**src/rtl/pipe_pkg.sv**
```systemverilog
// Shared definitions for the MIPS inter-stage pipeline registers: defaults,
// exception codes and the per-cycle action encoding.
package pipe_pkg;

    localparam int unsigned PC_W       = 32;
    localparam int unsigned REG_W      = 5;
    localparam int unsigned TNEW_W_DEF = 3;
    localparam int unsigned EXC_W_DEF  = 5;
    localparam int unsigned CNT_W      = 32;

    localparam logic [PC_W-1:0] BUBBLE_PC_DEF = 32'hFFFF_FFFF;

    localparam logic [EXC_W_DEF-1:0] EXC_ADEL = 5'd4;
    localparam logic [EXC_W_DEF-1:0] EXC_RI   = 5'd10;
    localparam logic [EXC_W_DEF-1:0] EXC_OV   = 5'd12;

    // Winning request for one cycle, highest priority first
    typedef enum logic [2:0] {
        ACT_RESET,
        ACT_FLUSH,
        ACT_HOLD,
        ACT_BUBBLE,
        ACT_LOAD
    } act_e;

    // Fixed-width slot attributes common to every stage boundary
    typedef struct packed {
        logic             valid;
        logic [PC_W-1:0]  pc;
        logic [REG_W-1:0] a1;
        logic [REG_W-1:0] a2;
        logic [REG_W-1:0] a3;
        logic             regwrite;
        logic             exc_valid;
        logic             bd;
    } stage_attr_t;

endpackage

```
**src/rtl/pipe_stage_reg_if.sv**
```systemverilog
// Slot bundle between two pipeline stages: input side from the upstream stage,
// registered output side towards the downstream stage.
interface pipe_stage_reg_if
    import pipe_pkg::*;
#(
    parameter int unsigned PAYLOAD_W = 64,
    parameter int unsigned TNEW_W    = TNEW_W_DEF,
    parameter int unsigned EXC_W     = EXC_W_DEF
);

    logic                 in_valid;
    logic [PC_W-1:0]      in_pc;
    logic [PAYLOAD_W-1:0] in_payload;
    logic [REG_W-1:0]     in_a1;
    logic [REG_W-1:0]     in_a2;
    logic [REG_W-1:0]     in_a3;
    logic                 in_regwrite;
    logic [TNEW_W-1:0]    in_tnew;
    logic                 in_exc_valid;
    logic [EXC_W-1:0]     in_exc_code;
    logic                 in_bd;

    logic                 out_valid;
    logic [PC_W-1:0]      out_pc;
    logic [PAYLOAD_W-1:0] out_payload;
    logic [REG_W-1:0]     out_a1;
    logic [REG_W-1:0]     out_a2;
    logic [REG_W-1:0]     out_a3;
    logic                 out_regwrite;
    logic [TNEW_W-1:0]    out_tnew;
    logic                 out_exc_valid;
    logic [EXC_W-1:0]     out_exc_code;
    logic                 out_bd;
    logic                 out_fwd_rdy;

    modport master (
        output in_valid, in_pc, in_payload, in_a1, in_a2, in_a3, in_regwrite,
               in_tnew, in_exc_valid, in_exc_code, in_bd,
        input  out_valid, out_pc, out_payload, out_a1, out_a2, out_a3, out_regwrite,
               out_tnew, out_exc_valid, out_exc_code, out_bd, out_fwd_rdy
    );

    modport slave (
        input  in_valid, in_pc, in_payload, in_a1, in_a2, in_a3, in_regwrite,
               in_tnew, in_exc_valid, in_exc_code, in_bd,
        output out_valid, out_pc, out_payload, out_a1, out_a2, out_a3, out_regwrite,
               out_tnew, out_exc_valid, out_exc_code, out_bd, out_fwd_rdy
    );

endinterface

```
**src/rtl/pipe_perf_cnt.sv**
```systemverilog
// Hold/bubble/flush occupancy counters for one pipeline register; each counts
// cycles in which its action won the priority resolution.
module pipe_perf_cnt
    import pipe_pkg::*;
(
    input  logic             clk,
    input  logic             reset,
    input  act_e             act,
    output logic [CNT_W-1:0] hold_cnt,
    output logic [CNT_W-1:0] bubble_cnt,
    output logic [CNT_W-1:0] flush_cnt
);

    always_ff @(posedge clk) begin
        if (reset) begin
            hold_cnt   <= '0;
            bubble_cnt <= '0;
            flush_cnt  <= '0;
        end else begin
            if (act == ACT_HOLD)   hold_cnt   <= hold_cnt   + CNT_W'(1);
            if (act == ACT_BUBBLE) bubble_cnt <= bubble_cnt + CNT_W'(1);
            if (act == ACT_FLUSH)  flush_cnt  <= flush_cnt  + CNT_W'(1);
        end
    end

endmodule

```
**src/rtl/pipe_stage_reg.sv**
```systemverilog
// Parametrised inter-stage pipeline register with reset > flush > hold > bubble > load.
// Define PIPE_STAGE_PERF_EN to add the hold_cnt/bubble_cnt/flush_cnt counter ports.
module pipe_stage_reg
    import pipe_pkg::*;
#(
    parameter int unsigned     PAYLOAD_W  = 64,
    parameter int unsigned     TNEW_W     = TNEW_W_DEF,
    parameter int unsigned     EXC_W      = EXC_W_DEF,
    parameter logic [PC_W-1:0] BUBBLE_PC  = BUBBLE_PC_DEF,
    parameter int unsigned     HOLD_DECAY = 0
) (
    input  logic             clk,
    input  logic             reset,
    input  logic             flush,
    input  logic             hold,
    input  logic             bubble,
    pipe_stage_reg_if.slave  stg
`ifdef PIPE_STAGE_PERF_EN
    ,
    output logic [CNT_W-1:0] hold_cnt,
    output logic [CNT_W-1:0] bubble_cnt,
    output logic [CNT_W-1:0] flush_cnt
`endif
);

    localparam stage_attr_t ATTR_CLR = '{
        valid: 1'b0, pc: BUBBLE_PC, a1: '0, a2: '0, a3: '0,
        regwrite: 1'b0, exc_valid: 1'b0, bd: 1'b0
    };

    act_e                 act;
    logic                 load_slot;
    stage_attr_t          attr_q;
    logic [PAYLOAD_W-1:0] payload_q;
    logic [TNEW_W-1:0]    tnew_q;
    logic [EXC_W-1:0]     exc_code_q;
    logic [TNEW_W-1:0]    tnew_in_dec;
    logic [TNEW_W-1:0]    tnew_q_dec;

    always_comb begin
        act = ACT_LOAD;
        if (reset)       act = ACT_RESET;
        else if (flush)  act = ACT_FLUSH;
        else if (hold)   act = ACT_HOLD;
        else if (bubble) act = ACT_BUBBLE;
    end

    // An empty input slot on a load cycle is stored as a bubble
    assign load_slot   = (act == ACT_LOAD) && stg.in_valid;
    assign tnew_in_dec = (stg.in_tnew == '0) ? '0 : stg.in_tnew - TNEW_W'(1);
    assign tnew_q_dec  = (tnew_q == '0) ? '0 : tnew_q - TNEW_W'(1);

    always_ff @(posedge clk) begin
        if (act == ACT_HOLD) begin
            if (HOLD_DECAY != 0) tnew_q <= tnew_q_dec;
        end else if (load_slot) begin
            attr_q.valid     <= 1'b1;
            attr_q.pc        <= stg.in_pc;
            attr_q.a1        <= stg.in_a1;
            attr_q.a2        <= stg.in_a2;
            // A faulting instruction must never forward or write back
            attr_q.a3        <= stg.in_exc_valid ? '0 : stg.in_a3;
            attr_q.regwrite  <= stg.in_regwrite & ~stg.in_exc_valid;
            attr_q.exc_valid <= stg.in_exc_valid;
            attr_q.bd        <= stg.in_bd;
            payload_q        <= stg.in_payload;
            tnew_q           <= tnew_in_dec;
            exc_code_q       <= stg.in_exc_code;
        end else begin
            attr_q     <= ATTR_CLR;
            payload_q  <= '0;
            tnew_q     <= '0;
            exc_code_q <= '0;
        end
    end

    assign stg.out_valid     = attr_q.valid;
    assign stg.out_pc        = attr_q.pc;
    assign stg.out_payload   = payload_q;
    assign stg.out_a1        = attr_q.a1;
    assign stg.out_a2        = attr_q.a2;
    assign stg.out_a3        = attr_q.a3;
    assign stg.out_regwrite  = attr_q.regwrite;
    assign stg.out_tnew      = tnew_q;
    assign stg.out_exc_valid = attr_q.exc_valid;
    assign stg.out_exc_code  = exc_code_q;
    assign stg.out_bd        = attr_q.bd;
    assign stg.out_fwd_rdy   = attr_q.valid & attr_q.regwrite & (tnew_q == '0) & (attr_q.a3 != '0);

`ifdef PIPE_STAGE_PERF_EN
    pipe_perf_cnt u_perf (
        .clk        (clk),
        .reset      (reset),
        .act        (act),
        .hold_cnt   (hold_cnt),
        .bubble_cnt (bubble_cnt),
        .flush_cnt  (flush_cnt)
    );
`endif

endmodule
```
**src/flat_wrapper.sv**
```systemverilog
// flat-port wrapper written by rule: the top's interface ports become plain ports
module pipe_stage_reg_flat import pipe_pkg::*;
#(
    parameter int unsigned     PAYLOAD_W  = 64,
    parameter int unsigned     TNEW_W     = TNEW_W_DEF,
    parameter int unsigned     EXC_W      = EXC_W_DEF,
    parameter logic [PC_W-1:0] BUBBLE_PC  = BUBBLE_PC_DEF,
    parameter int unsigned     HOLD_DECAY = 0
)
  (clk, reset, flush, hold, bubble, stg_in_valid, stg_in_pc, stg_in_payload, stg_in_a1, stg_in_a2, stg_in_a3, stg_in_regwrite, stg_in_tnew, stg_in_exc_valid, stg_in_exc_code, stg_in_bd, stg_out_valid, stg_out_pc, stg_out_payload, stg_out_a1, stg_out_a2, stg_out_a3, stg_out_regwrite, stg_out_tnew, stg_out_exc_valid, stg_out_exc_code, stg_out_bd, stg_out_fwd_rdy);
  pipe_stage_reg_if #(.PAYLOAD_W(PAYLOAD_W), .TNEW_W(TNEW_W), .EXC_W(EXC_W)) stg_i ();
  input  logic clk;
  input  logic reset;
  input  logic flush;
  input  logic hold;
  input  logic bubble;
  input wire logic [$bits(stg_i.in_valid)-1:0] stg_in_valid;
  input wire logic [$bits(stg_i.in_pc)-1:0] stg_in_pc;
  input wire logic [$bits(stg_i.in_payload)-1:0] stg_in_payload;
  input wire logic [$bits(stg_i.in_a1)-1:0] stg_in_a1;
  input wire logic [$bits(stg_i.in_a2)-1:0] stg_in_a2;
  input wire logic [$bits(stg_i.in_a3)-1:0] stg_in_a3;
  input wire logic [$bits(stg_i.in_regwrite)-1:0] stg_in_regwrite;
  input wire logic [$bits(stg_i.in_tnew)-1:0] stg_in_tnew;
  input wire logic [$bits(stg_i.in_exc_valid)-1:0] stg_in_exc_valid;
  input wire logic [$bits(stg_i.in_exc_code)-1:0] stg_in_exc_code;
  input wire logic [$bits(stg_i.in_bd)-1:0] stg_in_bd;
  output wire logic [$bits(stg_i.out_valid)-1:0] stg_out_valid;
  output wire logic [$bits(stg_i.out_pc)-1:0] stg_out_pc;
  output wire logic [$bits(stg_i.out_payload)-1:0] stg_out_payload;
  output wire logic [$bits(stg_i.out_a1)-1:0] stg_out_a1;
  output wire logic [$bits(stg_i.out_a2)-1:0] stg_out_a2;
  output wire logic [$bits(stg_i.out_a3)-1:0] stg_out_a3;
  output wire logic [$bits(stg_i.out_regwrite)-1:0] stg_out_regwrite;
  output wire logic [$bits(stg_i.out_tnew)-1:0] stg_out_tnew;
  output wire logic [$bits(stg_i.out_exc_valid)-1:0] stg_out_exc_valid;
  output wire logic [$bits(stg_i.out_exc_code)-1:0] stg_out_exc_code;
  output wire logic [$bits(stg_i.out_bd)-1:0] stg_out_bd;
  output wire logic [$bits(stg_i.out_fwd_rdy)-1:0] stg_out_fwd_rdy;
  assign stg_i.in_valid = stg_in_valid;
  assign stg_i.in_pc = stg_in_pc;
  assign stg_i.in_payload = stg_in_payload;
  assign stg_i.in_a1 = stg_in_a1;
  assign stg_i.in_a2 = stg_in_a2;
  assign stg_i.in_a3 = stg_in_a3;
  assign stg_i.in_regwrite = stg_in_regwrite;
  assign stg_i.in_tnew = stg_in_tnew;
  assign stg_i.in_exc_valid = stg_in_exc_valid;
  assign stg_i.in_exc_code = stg_in_exc_code;
  assign stg_i.in_bd = stg_in_bd;
  assign stg_out_valid = stg_i.out_valid;
  assign stg_out_pc = stg_i.out_pc;
  assign stg_out_payload = stg_i.out_payload;
  assign stg_out_a1 = stg_i.out_a1;
  assign stg_out_a2 = stg_i.out_a2;
  assign stg_out_a3 = stg_i.out_a3;
  assign stg_out_regwrite = stg_i.out_regwrite;
  assign stg_out_tnew = stg_i.out_tnew;
  assign stg_out_exc_valid = stg_i.out_exc_valid;
  assign stg_out_exc_code = stg_i.out_exc_code;
  assign stg_out_bd = stg_i.out_bd;
  assign stg_out_fwd_rdy = stg_i.out_fwd_rdy;
  pipe_stage_reg #(.PAYLOAD_W(PAYLOAD_W), .TNEW_W(TNEW_W), .EXC_W(EXC_W), .BUBBLE_PC(BUBBLE_PC), .HOLD_DECAY(HOLD_DECAY)) u_core (.clk(clk), .reset(reset), .flush(flush), .hold(hold), .bubble(bubble), .stg(stg_i));
endmodule
```
**config.mk**
```make
export PLATFORM = sky130hd
export DESIGN_NAME = pipe_stage_reg_flat
export DESIGN_NICKNAME = d
export VERILOG_FILES = /design/src/rtl/pipe_pkg.sv /design/src/rtl/pipe_stage_reg_if.sv /design/src/rtl/pipe_perf_cnt.sv /design/src/rtl/pipe_stage_reg.sv /design/src/flat_wrapper.sv
export SDC_FILE = /design/constraint.sdc
export NUM_CORES = 1
export LEC_CHECK = 0
export BUFFER_PORTS_ARGS = -buffer_cell sky130_fd_sc_hd__buf_2
export CORE_AREA = 2 2 98 147
export CTS_BUF_LIST = sky130_fd_sc_hd__clkbuf_2
export DETAILED_ROUTE_END_ITERATION = 10
export DIE_AREA = 0 0 100 149
export PLACE_DENSITY = 0.67
export SYNTH_ARGS = -nofsm -noshare
export SYNTH_HDL_FRONTEND = slang
export SYNTH_SLANG_ARGS = --single-unit
export TNS_END_PERCENT = 100
```
**constraint.sdc**
```tcl
create_clock -name clk -period 3.2 [get_ports clk]
set_clock_uncertainty 0.05 [all_clocks]
set_input_delay 0.16 -clock clk [delete_from_list [all_inputs] [get_ports clk]]
set_output_delay 0.16 -clock clk [all_outputs]
set_load 0.01 [all_outputs]
```
After elaboration in Yosys (flattened, before gate mapping)
Index checks and enable logic that the tools add are counted.
- equal/unequal tests: 2
- reductions and logical operators: 6
- bitwise operators: 6
- $add $sub $neg: 1
- mux-type cells: 6
- operators with widths (kind ; count):
    two-way mux 51 bit ; 1
    two-way mux 3 bit ; 4
    zero test 3 bit ; 2
    two-way mux 5 bit ; 1
    nonzero test 5 bit ; 1
    AND 1 bit ; 4
    OR reduction 2 bit ; 2
    == test 3 x 2 -> 1 bit (second input constant) ; 1
    == test 3 bit (second input constant) ; 1
    subtractor 3 x 1 -> 3 bit (second input constant) ; 1
    inverter 1 bit ; 2
    logical AND 1 bit ; 1
- logic and storage cells: 32
- bits in registers: 123
- input port bits: 128

Depth between registers and ports, before layout
- depth after elaboration: 8
- mapped depth: 5

Least setup slack after synthesis
No wires, ideal clock.
- path type: input -> register
- start: in flush
- end: reg u_core.attr_q, in the netlist u_core.stg.out_a1[0] (enable)
- path slack: -0.181 ns
- stages: 2
- arrival: 2.247 ns
- data required time: 2.066 ns
- cells stage by stage: nor2_1 nand2_1
- word-level cells in the longest chain between the ends: 3
- RTL lines (item ; RTL line ; source):
    start: declaration ; flat_wrapper.sv:14 ; input logic flush;
    two-way mux 3 bit ; pipe_stage_reg.sv:43 ; else if (flush) act = ACT_FLUSH;
    two-way mux 3 bit ; pipe_stage_reg.sv:42 ; if (reset) act = ACT_RESET;
    == test 3 x 2 -> 1 bit ; pipe_stage_reg.sv:54 ; if (act == ACT_HOLD) begin
    end: declaration ; pipe_stage_reg.sv:33 ; stage_attr_t attr_q;
No other way between the ends.
A chain may end at the register's enable or synchronous reset.

Worst setup path after layout
- start: reg u_core.attr_q, in the netlist u_core.stg.out_a3[0]
- end: out stg_out_fwd_rdy
- word-level cells in the longest chain between the ends: 2
- RTL lines (item ; RTL line ; source):
    nonzero test 5 bit ; pipe_stage_reg.sv:88 ; assign stg.out_fwd_rdy = attr_q.valid & attr_q.regwrite & (tnew_q == '0) & (attr_q.a3 != '0);
    AND 1 bit ; pipe_stage_reg.sv:88 ;
    end: declaration ; flat_wrapper.sv:39 ; output wire logic [$bits(stg_i.out_fwd_rdy)-1:0] stg_out_fwd_rdy;
No other way between the ends.

==> flow_summary.ini <==
[cts]
cts_max_level = 4
clk_path_buf_depth = 2
cts_tree = built
clkTransAtPathRegs_ps = 180
cts-root-buf = clkbuf_2
cts_made_buffers = 17
numClockSinks = 123

[critical_path]
worstPathMaxFanout = 2
worst-setup-path-type = reg2out
worstPathRequired_ps = 2990
end_kind = primary output
cp-start-kind = register
crit_arrival_ps = 1910

[synthesis]
avgSynthCellArea_sq_um = 16.7
synth.area.top_cells = edfxtp_1 77%, and3_1 11%, nand3b_1 5.0%
synthFlopType = edfxtp_1
synth_top_area_cell = edfxtp_1
ys_top_cells_by_count = 123 x edfxtp_1, 84 x and3_1, 32 x nand3b_1, 16 x clkbuf_1, 6 x and4b_1
syn-cell-area_sq_um = 4780
synthDistinctLibCells = 17
synth_top_area_share = 0.773
synth_edf_count = 123
yosysMostFrequentCell = edfxtp_1
synth_cells = 287
synthArstFlopShare = 0
syn_nets = 417
yosysSeqAreaShare = 0.773
ys_ff_latch = 123
yosysWarningCount = 0

[timing]
hold_viol = 0
whs_ps = 105
setup_slack_ps = 1080
slew_violations = 0
period_minus_slack_ps = 2120
slew_headroom = 0.468
period_share = 0.662
setup-tns-final_ps = 0
tightest_slew_ps = 798
max_freq_ghz = 0.472
setup_violations = 0
rsz0062_at_grt = no

[cells_and_area]
design_area_sq_um = 7760
fin_nets = 795
fin_cells = 842
synthToLayoutAreaGrowth_pct = 62.4
antenna_cells = 0
drive_above_1_share = 0.422

[outcome]
status = finished clean

[detailed_routing]
drc = 0
drt_pass1_iterations = 4
drt_iter0_drc = 113
num_vias = 3980
antenna_left = 0
drt-total-wl_mm = 13.5
wl_per_cell_um = 16.0
avgViaCountPerCell = 4.73

[min_path]
min_path_type = in2reg
whs_endpoint = u_core.stg.out_pc[13]
min_path_cells = 4
min-delay-start = bubble

[die]
dieHeight_um = 149
dieArea_sq_um = 14900
die_width_um = 100
num_rows = 53
core_area_sq_um = 13800
start_util = 0.347
io_pins = 252

[global_routing]
grt_max_degree = 124
grt_pass1_wl_mm = 19.4
track_usage = 0.172
antenna_found_initial = 0
grt-ovfl-total = 0
grt_pass1_vias = 3964

[placement]
pre_cts_slack_ps = 1440
dpl_cell_area_sq_um = 6160
portBuffers = 251
hpwl_mm = 7.91
post-place-cells = 680
gp_congestion = 0.802

[power_and_ir_drop]
switching_power_mw = 0.765
pwr-share-comb = 0.117
power_frac_seq = 0.546
p_int_mw = 2.64
clock_power_share = 0.337
power_leakage_nw = 3.75
powerDensity_nw_per_um2 = 439
ir_drop_mv = 0.233
p_sw_frac = 0.224

[flow_run]
cap_violations = 0
power by group through the flow:
stage,combinational (mW),sequential [mW],clock [mW]
2_1_floorplan,0.0659,1.94,0
5_1_grt,0.427,1.87,1.25
3_3_place_gp,0.278,1.89,0
4_1_cts,0.397,1.86,1.19
6_report,0.400,1.86,1.15
3_5_place_dp,0.281,1.90,0
how the worst max path moves through the flow:
stage | start | end | slack, ps | cells past startpoint
floorplan | flush | u_core.stg.out_a1[0] | 1040 | 2
global placement | flush | u_core.stg.out_pc[26] | 1460 | 4
detailed placement | reset | u_core.stg.out_pc[6] | 1440 | 4
CTS | u_core.stg.out_a3[0] | stg_out_fwd_rdy | 980 | 3
global route | u_core.stg.out_a3[0] | stg_out_fwd_rdy | 860 | 3
finish | u_core.stg.out_a3[0] | stg_out_fwd_rdy | 1080 | 3
metal layers:
metal  wire, um  track usage  up-vias  part of all wire
li1           -            -     1860                 -
met1       4750        0.175     1910              0.35
met2       7500        0.319      186              0.56
met3        889       0.0530       24             0.066
met4        361       0.0753        0             0.027
met5          0            0        -                 0
cell families (layout without fill, tap and decap cells):
family                   after synthesis  count (layout)  share of synthesized area
flip-flops                           123             123                      0.773
AND/OR/NAND/NOR                      131             131                      0.186
buffers and inverters                 30             420                     0.0343
AO/OA/AOI/OAI                          1               1                    0.00157
adder cells (fa/ha/maj)                2               2                    0.00523
state kept, by name (all words and copies together), names as in the netlist:
name / count
u_core.stg.out_a3: 5
u_core.stg.out_payload: 64
u_core.stg.out_a2: 5
u_core.stg.out_pc: 32
u_core.stg.out_a1: 5
u_core.stg.out_tnew: 3
u_core.stg.out_regwrite: 1
u_core.stg.out_bd: 1
u_core.stg.out_exc_valid: 1
u_core.stg.out_valid: 1
u_core.stg.out_exc_code: 5
metrics by stage:
step | util | power (mW)
finish | 0.563 | 3.41
global route | 0.563 | 3.54
CTS | 0.563 | 3.45
detailed placement | 0.447 | 2.18
global placement | 0.447 | 2.17
floorplan | - | 2.01
cells in the final DEF, fill, tap and decap left out, drive strengths merged:
cell / Yosys / layout
buf: 8 / 254
dlygate4sd3: 0 / 131
edfxtp: 123 / 123
and3: 84 / 84
nand3b: 32 / 32
clkbuf: 18 / 18
and4b: 6 / 6
bufinv: 0 / 5
clkinv: 0 / 5
inv: 4 / 4
nor2: 4 / 4
clkinvlp: 0 / 3
ha: 2 / 2
nor4: 2 / 2
nand2: 1 / 1
and2: 1 / 1
nand4bb: 1 / 1
a211oi: 1 / 1
cell type report:
cell class / count / area [sq um]
timing repair buffer: 385 / 2630
tap: 165 / 206
clock inverter: 13 / 200
clock buffer: 18 / 90.1
sequential: 123 / 3690
inverter: 4 / 15.0
multi-input combinational: 134 / 930
fill: 1121 / 6030
timing repair:
item	4_1_cts	5_1_grt
buffers inserted	0	0
endpoints found under the setup margin	0	0
hold endpoints to repair	120	0
resized for setup	0	0
hold buffers	131	0
critical path, cell delays in order, from the launching register on:
cell,delay (ps)
edfxtp_1,430
nor4_1,550
a211oi_1,140
buf_2,170
No activity file was read; power rests on OpenSTA's default activity.
